==> src/rtl/rm_load_ctrl.sv <==
// rtl/rm_load_ctrl.sv - MEM-stage load controller: word read, big-endian lane select, sign/zero extend.
// Optional watchdog on mem_ack enabled by defining RM_TIMEOUT_EN.
module rm_load_ctrl #(
  parameter int DATA_W      = 32,
  parameter int ADDR_W      = 32,
  parameter int TIMEOUT_CYC = 16
) (
  input  logic              clk,
  input  logic              rst,
  input  logic              req_valid,
  input  logic [5:0]        opcode,
  input  logic [ADDR_W-1:0] addr,
  output logic              req_ready,
  output logic              stall_req,
  output logic              mem_re,
  output logic [ADDR_W-1:0] mem_addr,
  input  logic              mem_ack,
  input  logic [DATA_W-1:0] mem_rdata,
  output logic              load_valid,
  output logic [DATA_W-1:0] load_data,
  output logic              addr_err,
  output logic              bus_err
);

  localparam logic [5:0] OP_LB  = 6'h20;
  localparam logic [5:0] OP_LH  = 6'h21;
  localparam logic [5:0] OP_LW  = 6'h23;
  localparam logic [5:0] OP_LBU = 6'h24;
  localparam logic [5:0] OP_LHU = 6'h25;

  typedef enum logic {IDLE, READ} state_t;

  state_t            state, state_nxt;
  logic [5:0]        op_q, op_nxt;
  logic [1:0]        off_q, off_nxt;
  logic [ADDR_W-1:0] mem_addr_nxt;
  logic              load_valid_nxt, addr_err_nxt;
  logic [DATA_W-1:0] load_data_nxt, fmt_data;
  logic              is_load, misaligned;
  logic [7:0]        sel_byte;
  logic [15:0]       sel_half;

  assign req_ready = (state == IDLE);
  assign stall_req = (state != IDLE);
  assign mem_re    = (state == READ);

  assign is_load = (opcode == OP_LB) || (opcode == OP_LH) || (opcode == OP_LW) ||
                   (opcode == OP_LBU) || (opcode == OP_LHU);
  assign misaligned = (((opcode == OP_LH) || (opcode == OP_LHU)) && addr[0]) ||
                      ((opcode == OP_LW) && (addr[1:0] != 2'b00));

  // Byte 0 lives in the most significant lane (big-endian memory).
  always_comb begin
    sel_byte = mem_rdata[31:24];
    case (off_q)
      2'd0: sel_byte = mem_rdata[31:24];
      2'd1: sel_byte = mem_rdata[23:16];
      2'd2: sel_byte = mem_rdata[15:8];
      2'd3: sel_byte = mem_rdata[7:0];
      default: sel_byte = mem_rdata[31:24];
    endcase
    sel_half = off_q[1] ? mem_rdata[15:0] : mem_rdata[31:16];
  end

  always_comb begin
    fmt_data = mem_rdata;
    case (op_q)
      OP_LB:   fmt_data = {{24{sel_byte[7]}}, sel_byte};
      OP_LBU:  fmt_data = {24'h0, sel_byte};
      OP_LH:   fmt_data = {{16{sel_half[15]}}, sel_half};
      OP_LHU:  fmt_data = {16'h0, sel_half};
      default: fmt_data = mem_rdata;
    endcase
  end

`ifdef RM_TIMEOUT_EN
  localparam int CNT_W = (TIMEOUT_CYC > 2) ? $clog2(TIMEOUT_CYC) : 1;
  logic [CNT_W-1:0] wait_cnt, wait_cnt_nxt;
  logic             bus_err_nxt;
`else
  assign bus_err = 1'b0 & (TIMEOUT_CYC == 0);
`endif

  always_comb begin
    state_nxt      = state;
    op_nxt         = op_q;
    off_nxt        = off_q;
    mem_addr_nxt   = mem_addr;
    load_valid_nxt = 1'b0;
    addr_err_nxt   = 1'b0;
    load_data_nxt  = load_data;
`ifdef RM_TIMEOUT_EN
    wait_cnt_nxt   = wait_cnt;
    bus_err_nxt    = 1'b0;
`endif
    case (state)
      IDLE: begin
`ifdef RM_TIMEOUT_EN
        wait_cnt_nxt = '0;
`endif
        if (req_valid && is_load) begin
          if (misaligned) begin
            addr_err_nxt = 1'b1;
          end else begin
            state_nxt    = READ;
            op_nxt       = opcode;
            off_nxt      = addr[1:0];
            mem_addr_nxt = {addr[ADDR_W-1:2], 2'b00};
          end
        end
      end
      READ: begin
        if (mem_ack) begin
          load_data_nxt  = fmt_data;
          load_valid_nxt = 1'b1;
          state_nxt      = IDLE;
`ifdef RM_TIMEOUT_EN
        end else if (wait_cnt == CNT_W'(TIMEOUT_CYC - 1)) begin
          bus_err_nxt = 1'b1;
          state_nxt   = IDLE;
        end else begin
          wait_cnt_nxt = wait_cnt + 1'b1;
`endif
        end
      end
      default: state_nxt = IDLE;
    endcase
  end

  always_ff @(posedge clk or negedge rst) begin
    if (!rst) begin
      state      <= IDLE;
      op_q       <= 6'h0;
      off_q      <= 2'b00;
      mem_addr   <= '0;
      load_valid <= 1'b0;
      load_data  <= '0;
      addr_err   <= 1'b0;
    end else begin
      state      <= state_nxt;
      op_q       <= op_nxt;
      off_q      <= off_nxt;
      mem_addr   <= mem_addr_nxt;
      load_valid <= load_valid_nxt;
      load_data  <= load_data_nxt;
      addr_err   <= addr_err_nxt;
    end
  end

`ifdef RM_TIMEOUT_EN
  always_ff @(posedge clk or negedge rst) begin
    if (!rst) begin
      wait_cnt <= '0;
      bus_err  <= 1'b0;
    end else begin
      wait_cnt <= wait_cnt_nxt;
      bus_err  <= bus_err_nxt;
    end
  end
`endif

endmodule

==> config.mk <==
export PLATFORM = sky130hd
export DESIGN_NAME = rm_load_ctrl
export DESIGN_NICKNAME = d
export VERILOG_FILES = /design/src/rtl/rm_load_ctrl.sv
export SDC_FILE = /design/constraint.sdc
export NUM_CORES = 1
export LEC_CHECK = 0
export ABC_CLOCK_PERIOD_IN_PS = 1730
export CAP_MARGIN = 25
export CORE_MARGIN = 4
export CORE_UTILIZATION = 39
export DETAILED_ROUTE_END_ITERATION = 8
export PLACE_DENSITY = 0.77
export SLEW_MARGIN = 0
export SYNTH_ARGS = -nofsm -noshare
export SYNTH_HDL_FRONTEND = slang
export SYNTH_SLANG_ARGS = --single-unit
==> constraint.sdc <==
create_clock -name clk -period 1.73 [get_ports clk]
set_input_delay 0.2595 -clock clk [delete_from_list [all_inputs] [get_ports clk]]
set_output_delay 0.2595 -clock clk [all_outputs]
set_load 0.03 [all_outputs]
==> summary.md, run 1 <==
| Metric | Value |
|---|---|
| CTS tree | built |
| H-tree depth | 3 |
| Pwr/cell area | 1400 mW/mm^2 |
| Adder-Cell Fraction of Synth Area | 0 |
| Comb pwr share | 0.489 |
| Post-Place Cell Area | 0.00517 mm^2 |
| Max Cap Viol | 0 |
| Final setup vio count | 0 |
| WL final | 10,300 um |
| Hpwl dp | 7420 um |
| Avg Vias per Cell | 5.39 |
| Wire length per cell | 17.6 um |
| Clock buffer depth | 2 |
| Final setup skew | 6.62 ps |
| Part of the cycle the worst path needs | 0.998 |
| Cell Rows | 34 |
| Layout Cell Area excl Fill | 0.00545 mm^2 |
| Synth Area in Simple Gates | 0.178 |
| Clk pwr share | 0.174 |
| Setup Crit Path Kind | register to register |
| Sw frac | 0.388 |
| Worst Path Arrival | 1950 ps |
| CP max stage delay | 440 ps |
| Gr usage total | 0.195 |
| P&R area growth vs syn | 56.9% |
| P_int | 0.00467 W |
| Initial antenna violation count | 0 |
| Flop pwr share | 0.338 |
| Multiplexer share of the synthesized area | 0.167 |
| Final core utilization | 0.628 |
| Setup WS post-layout | 3.13 ps |
| Startpoint types | register |
| DRC Markers | 0 |
| Crit path max-delay family | flip-flops |
| RSZ-0062 raised after global routing | yes |
| Register area share after synthesis | 0.526 |
| Die W | 102 um |
| Compound-gate portion of the synthesized area | 0.0861 |
| 1st-iter DRT viols | 173 |
| Slew Viols, Final | 0 |
| NetSw | 0.00295 W |
| Main combinational cell family by area after synthesis | simple AND/OR/NAND/NOR gates |
| Yosys cell types | 37 |
| Worst hold path type | input port to async pin |
| Cell Chain, Critical Path | nor4b_2 -> nand2_1 -> a221o_2 -> buf_4 -> mux2_4 |
| Synth Area per Inst | 11.2 um^2 |
| P_leak | 2.36 nW |
| DRT Pass-1 Iters | 4 |
| CP Max Fanout | 8 |
| Post-synthesis register bit count | 73 |
| CTS Buf Count | 9 |
| Status | complete, no violations |
| Post-synthesis xor/xnor area fraction | 0 |
| Crit path buf inv count | 1 |
| Post-DRT Antenna Nets | 0 |
| Cells after Synth | 311 |
| CTS Root Cell | clkbuf_8 |
| # port buffers | 140 |
| Io pins | 144 |
| Clock Sinks | 73 |
| Grt total ovfl | 0 |
| Reg clk slew, reported paths | 80 ps |
| Layout cell share with drive strength beyond 1 | 0.211 |
| Fin cells | 583 |
| Die area | 0.0105 mm^2 |
| Initial Util | 0.400 |
| CP endpoint kind | register |
| Vias in the first global route | 3,297 |
| Total number of vias | 3,145 |
| VDD IR max | 0.000606 V |
| Largest net degree at the start of global routing | 39 |
| Post-Syn Area | 0.00347 mm^2 |
| Core Region | 0.00868 mm^2 |
| Die Y | 102 um |
| Total power | 0.00762 W |
| YS warnings | 0 |
| Placer Congestion | 0.791 |
| Slowest CP cell | dfrtp_2 |
| First-pass GRT wire length | 16,000 um |
| Worst Path Required | 1950 ps |
| Tmin final | 1730 ps |
| Placed cells | 563 |
| Ant diodes | 0 |
| Layout net count | 544 |
| Fmax | 579 MHz |
| Setup slack at placement | -304 ps |
| Clock Latency Late Sink | 340 ps |
| Endpoints failing hold | 0 |
cells in the final DEF (no fill, tap or decap), drive strengths merged, types with 6 or more instances in the layout:
cell type / n
a31oi: 8
clkdlybuf4s50: 136
a32oi: 7
clkbuf: 14
a21oi: 9
nand2: 46
nand4: 16
buf: 31
a41oi: 6
mux4: 7
nor2: 18
dfrtp: 73
mux2: 35
nand3: 24
synth_stat cells (all sizes together):
master    n  area share
or2       1      0.0018
nand3    24       0.038
mux4      7       0.045
nand3b    2      0.0043
nor2b     2      0.0036
a311oi    1      0.0025
a32oi     7       0.018
o22ai     1      0.0018
mux2     35        0.11
and2      3      0.0054
a21oi     9       0.013
nor3      3      0.0076
o211ai    1      0.0061
nor4b     2      0.0086
nor2     18       0.019
a221o     1      0.0029
a31oi     8       0.014
mux2i     3      0.0086
nand4    16       0.029
clkbuf   13       0.014
nand2b    4      0.0072
dfrtp    73        0.53
conb      1      0.0011
nand2    46       0.050
a2bb2oi   1      0.0025
a22oi     2      0.0043
or4b      1      0.0029
o21ai     4      0.0058
a41oi     6       0.015
inv       3      0.0032
buf      13       0.025
routing by layer:
metal / part of all wire / up-vias / track usage / wire (um)
li1: - / 1448 / - / -
met1: 0.37 / 1505 / 0.240 / 3770
met5: 0 / - / 0 / 0
met4: 0.017 / 0 / 0.0666 / 171
met3: 0.12 / 20 / 0.0812 / 1230
met2: 0.50 / 172 / 0.310 / 5080
metrics by stage:
step | hold WS [ps] | TNS, ps
after floorplan | -36.1 | -1120
after global placement | 252 | -9360
after detailed placement | 259 | -10460
after CTS | 425 | -2.41
after global routing | 463 | -1530
final | 418 | 0
power groups by stage:
stage / Combinational, W / Sequential (W) / Clock, W
global placement: 0.00361 / 0.00259 / 0
CTS: 0.00370 / 0.00258 / 0.00136
finish: 0.00373 / 0.00257 / 0.00132
detailed placement: 0.00367 / 0.00260 / 0
global route: 0.00396 / 0.00264 / 0.00144
floorplan: 0.00103 / 0.00358 / 0
flip-flops by register name, summed over array words and instances (netlist names):
signal / count
mem_addr: 30
addr_err: 1
load_valid: 1
op_q: 6
off_q: 2
load_data: 32
mem_re: 1
cell type report:
cell class                 count  area (um^2)
clock buffer                  13          149
clock inverter                 3         40.0
fill                         708         3230
inverter                       3         11.3
multi-input combinational    211         1560
sequential                    73         1830
tap                          108          135
timing repair buffer         172         1730
worst reg2reg max path: cells and delay by family (launching register included):
kind / cells / cell delay (ps)
flops: 1 / 440
mux: 1 / 290
simple gates: 2 / 320
buf+inv: 1 / 190
compound gates: 1 / 370
timing repair:
item / CTS / global route
pin swaps: 2 / 3
setup endpoints to repair: 33 / 31
gates cloned: 0 / 1
hold buffers: 1 / 0
buffers inserted: 0 / 2
endpoints found under the hold margin: 35 / 0
gates resized for setup: 3 / 11
worst paths after layout:
| path | from | endpoint | slack [ps] | cells after the start |
|---|---|---|---|---|
| setup / recovery | mem_re | off_q[0] | 3 | 5 |
| min in group clk | load_data[30] | load_data[30] | 500 | 2 |
| hold / removal | rst | mem_addr[6] | 420 | 2 |
| setup reg to reg | mem_re | off_q[0] | 3 | 5 |
| max in group asynchronous | rst | mem_re | 720 | 3 |
| hold reg to reg | load_data[30] | load_data[30] | 500 | 2 |
cells by family after synthesis:
kind of cell,Yosys count
flops,73
simple gates,122
mux,45
other cells,1
buf+inv,29
compound gates,41
No activity file was read; power rests on OpenSTA's default activity.
==> run 2: changes to the inputs <==
Settings changed: CORE_MARGIN 4 to unset, SKIP_LAST_GASP set to 1.
==> summary.md, run 2 (synthesis gave the netlist of run 1 again) <==
| Metric | Value |
|---|---|
| Status | finished with violations |
| Failing checks | setup timing |
| Final core utilization | 0.646 (+0.0180) |
| First-pass GRT wire length | 15,600 um (-2.2%) |
| Wire length per cell | 17.7 um (+0.89%) |
| Clock buffer depth | 2 (unchanged) |
| Endpoints failing hold | 0 (unchanged) |
| Clock Latency Late Sink | 350 ps (about the same) |
| CTS Root Cell | clkbuf_8 |
| Biggest register | load_data |
| Most common cell after layout, fill and taps aside | clkdlybuf4s50_1 |
| Max Cap Viol | 0 (unchanged) |
| Cell Rows | 34 (unchanged) |
| Setup Crit Path Kind | register to register |
| Placed cells | 563 (unchanged) |
| Total number of vias | 3,181 (+1.1%) |
| Clock Sinks | 73 (unchanged) |
| Worst flop-to-flop path endpoint | mem_addr[22] |
| Actual slew at the worst max-slew pin | 740 ps |
| CTS tree | built |
| Io pins | 144 (unchanged) |
| Final setup skew | 8.63 ps (+2.01 ps) |
| Final setup vio count | 35 (+35) |
| Gr usage total | 0.224 (+0.0292) |
| Avg Vias per Cell | 5.42 (+0.46%) |
| Top Registers | load_data x32, mem_addr x30, op_q x6 |
| CP endpoint kind | register |
| Layout net count | 548 (+0.74%) |
| Fmax | 563 MHz (-2.8%) |
| Fin cells | 587 (+0.69%) |
| Layout cell share with drive strength beyond 1 | 0.217 (+0.00659) |
| Pwr/cell area | 1440 mW/mm^2 (+3.2%) |
| Worst hold path type | input port to async pin |
| P&R area growth vs syn | 61.4% |
| # port buffers | 140 (unchanged) |
| Die Y | 96.4 um (-5.9%) |
| Startpoint types | register |
| Met1 track demand over resource | 0.273 (+0.0332) |
| 1st-iter DRT viols | 234 (+35%) |
| Initial Util | 0.400 (unchanged) |
| CTS Buf Count | 9 (unchanged) |
| Ant diodes | 0 (unchanged) |
| Tmin final | 1780 ps (+50.5 ps) |
| Die W | 96.4 um (-5.9%) |
| Max reg flops | 32 (unchanged) |
| Hold Worst Slack | 382 ps (-35.5 ps) |
| Worst Path Arrival | 2010 ps (+60 ps) |
| Layout Cell Area excl Fill | 0.00561 mm^2 (+2.9%) |
| Grt total ovfl | 0 (unchanged) |
| Largest net degree at the start of global routing | 34 (-13%) |
| DRC Markers | 0 (unchanged) |
| Hpwl dp | 7320 um (-1.2%) |
| Worst Path Required | 1970 ps (+20 ps) |
| Part of the cycle the worst path needs | 1.03 (+0.0292) |
| P_leak | 2.41 nW (+1.9%) |
| Post-Place Cell Area | 0.00519 mm^2 (+0.48%) |
| CP Max Fanout | 13 (+5) |
| Die area | 0.00929 mm^2 (-11%) |
| Reg clk slew, reported paths | 80 ps (about the same) |
| Met2 Use GR | 0.368 (+0.0573) |
| H-tree depth | 3 (unchanged) |
| VDD IR max | 0.000735 V (+21%) |
| Vias in the first global route | 3,237 (-1.8%) |
| Slew margin rel. | 0.501 |
| Placer Congestion | 0.828 (+4.7%) |
| RSZ-0062 raised after global routing | yes |
| Commonest non-fill, non-tap cells in the layout | clkdlybuf4s50_1 (136), dfrtp_1 (72), nand2_1 (46), mux2_2 (29), buf_4 (24) |
| Initial antenna violation count | 0 (unchanged) |
| Setup WS post-layout | -47.4 ps (-50.5 ps) |
| R2R Setup Slk | -50 ps (-50 ps) |
| Worst r2r path cells | 5 (unchanged) |
| R2R Path Start | mem_re |
| Slew Viols, Final | 0 (unchanged) |
| Core Region | 0.00868 mm^2 (unchanged) |
| WL final | 10,400 um (+1.6%) |
| Met3 Track Usage GR | 0.0579 (-0.0233) |
| Grt peak-use layer | met2 |
| Post-DRT Antenna Nets | 0 (unchanged) |
| DRT Pass-1 Iters | 5 (+1) |
==> run 2: changes by cell type in the layout (fill, tap and decap cells not counted), moves of 2 or more <==
cell / change
dlymetal6s2s_1: -2
inv_6: +2
clkinv_2: -2
dlygate4sd2_1: +2
clkbuf_1: -3
buf_12: +2
bufinv_16: +3
==> run 2: report_power, final <==
part / total, W / switching (W) / internal [W]
clock: 0.00183 / 0.000702 / 0.00112
sequential: 0.00259 / 0.000345 / 0.00225
combinational: 0.00367 / 0.00200 / 0.00167
total: 0.00809 / 0.00305 / 0.00504
==> run 2: worst max-delay path by stage <==
stage | to | slack [ps] | cells past startpoint | startpoint
finish | mem_addr[22] | -50 | 5 | mem_re
global route | mem_addr[2] | -80 | 5 | mem_re
CTS | off_q[0] | 1 | 5 | mem_re
detailed placement | off_q[0] | -310 | 6 | opcode[3]
global placement | off_q[0] | -260 | 6 | opcode[3]
floorplan | mem_addr[26] | -70 | 6 | mem_re
==> run 2: timing repair <==
item,4_1_cts,5_1_grt
hold buffers,1,0
hold endpoints to repair,31,0
cloned,0,4
endpoints found under the setup margin,20,52
buffers inserted,0,3
pin swaps,0,2
gates resized for setup,4,6
==> run 2: layout make-up <==
| class | instances | area, um^2 |
|---|---|---|
| timing repair buffer | 174 | 1770 |
| multi-input combinational | 213 | 1590 |
| clock buffer | 9 | 124 |
| tap | 108 | 135 |
| fill | 707 | 3070 |
| sequential | 73 | 1830 |
| inverter | 3 | 11.3 |
| clock inverter | 7 | 149 |
==> run 2: through the flow <==
step	setup slack, ps	setup TNS [ps]	total power (W)
after floorplan	-73.8	-1120	0.00461
after global placement	-261	-8270	0.00617
after detailed placement	-306	-10620	0.00624
after CTS	1.17	0	0.00810
after global routing	-81.9	-2660	0.00848
final	-47.4	-1010	0.00809
==> run 2: worst max-delay path, cell delays in order, from the launching register on <==
cell and delay (ps):
dfrtp_2 430, nor4b_4 210, nand2_1 130, a221o_2 410, clkbuf_16 210, mux2_2 270
==> run 2: per-layer routing <==
metal / wire length, um / part of all wire
met3: 938 / 0.090
met1: 4060 / 0.39
met4: 273 / 0.026
met5: 0 / 0
met2: 5140 / 0.49
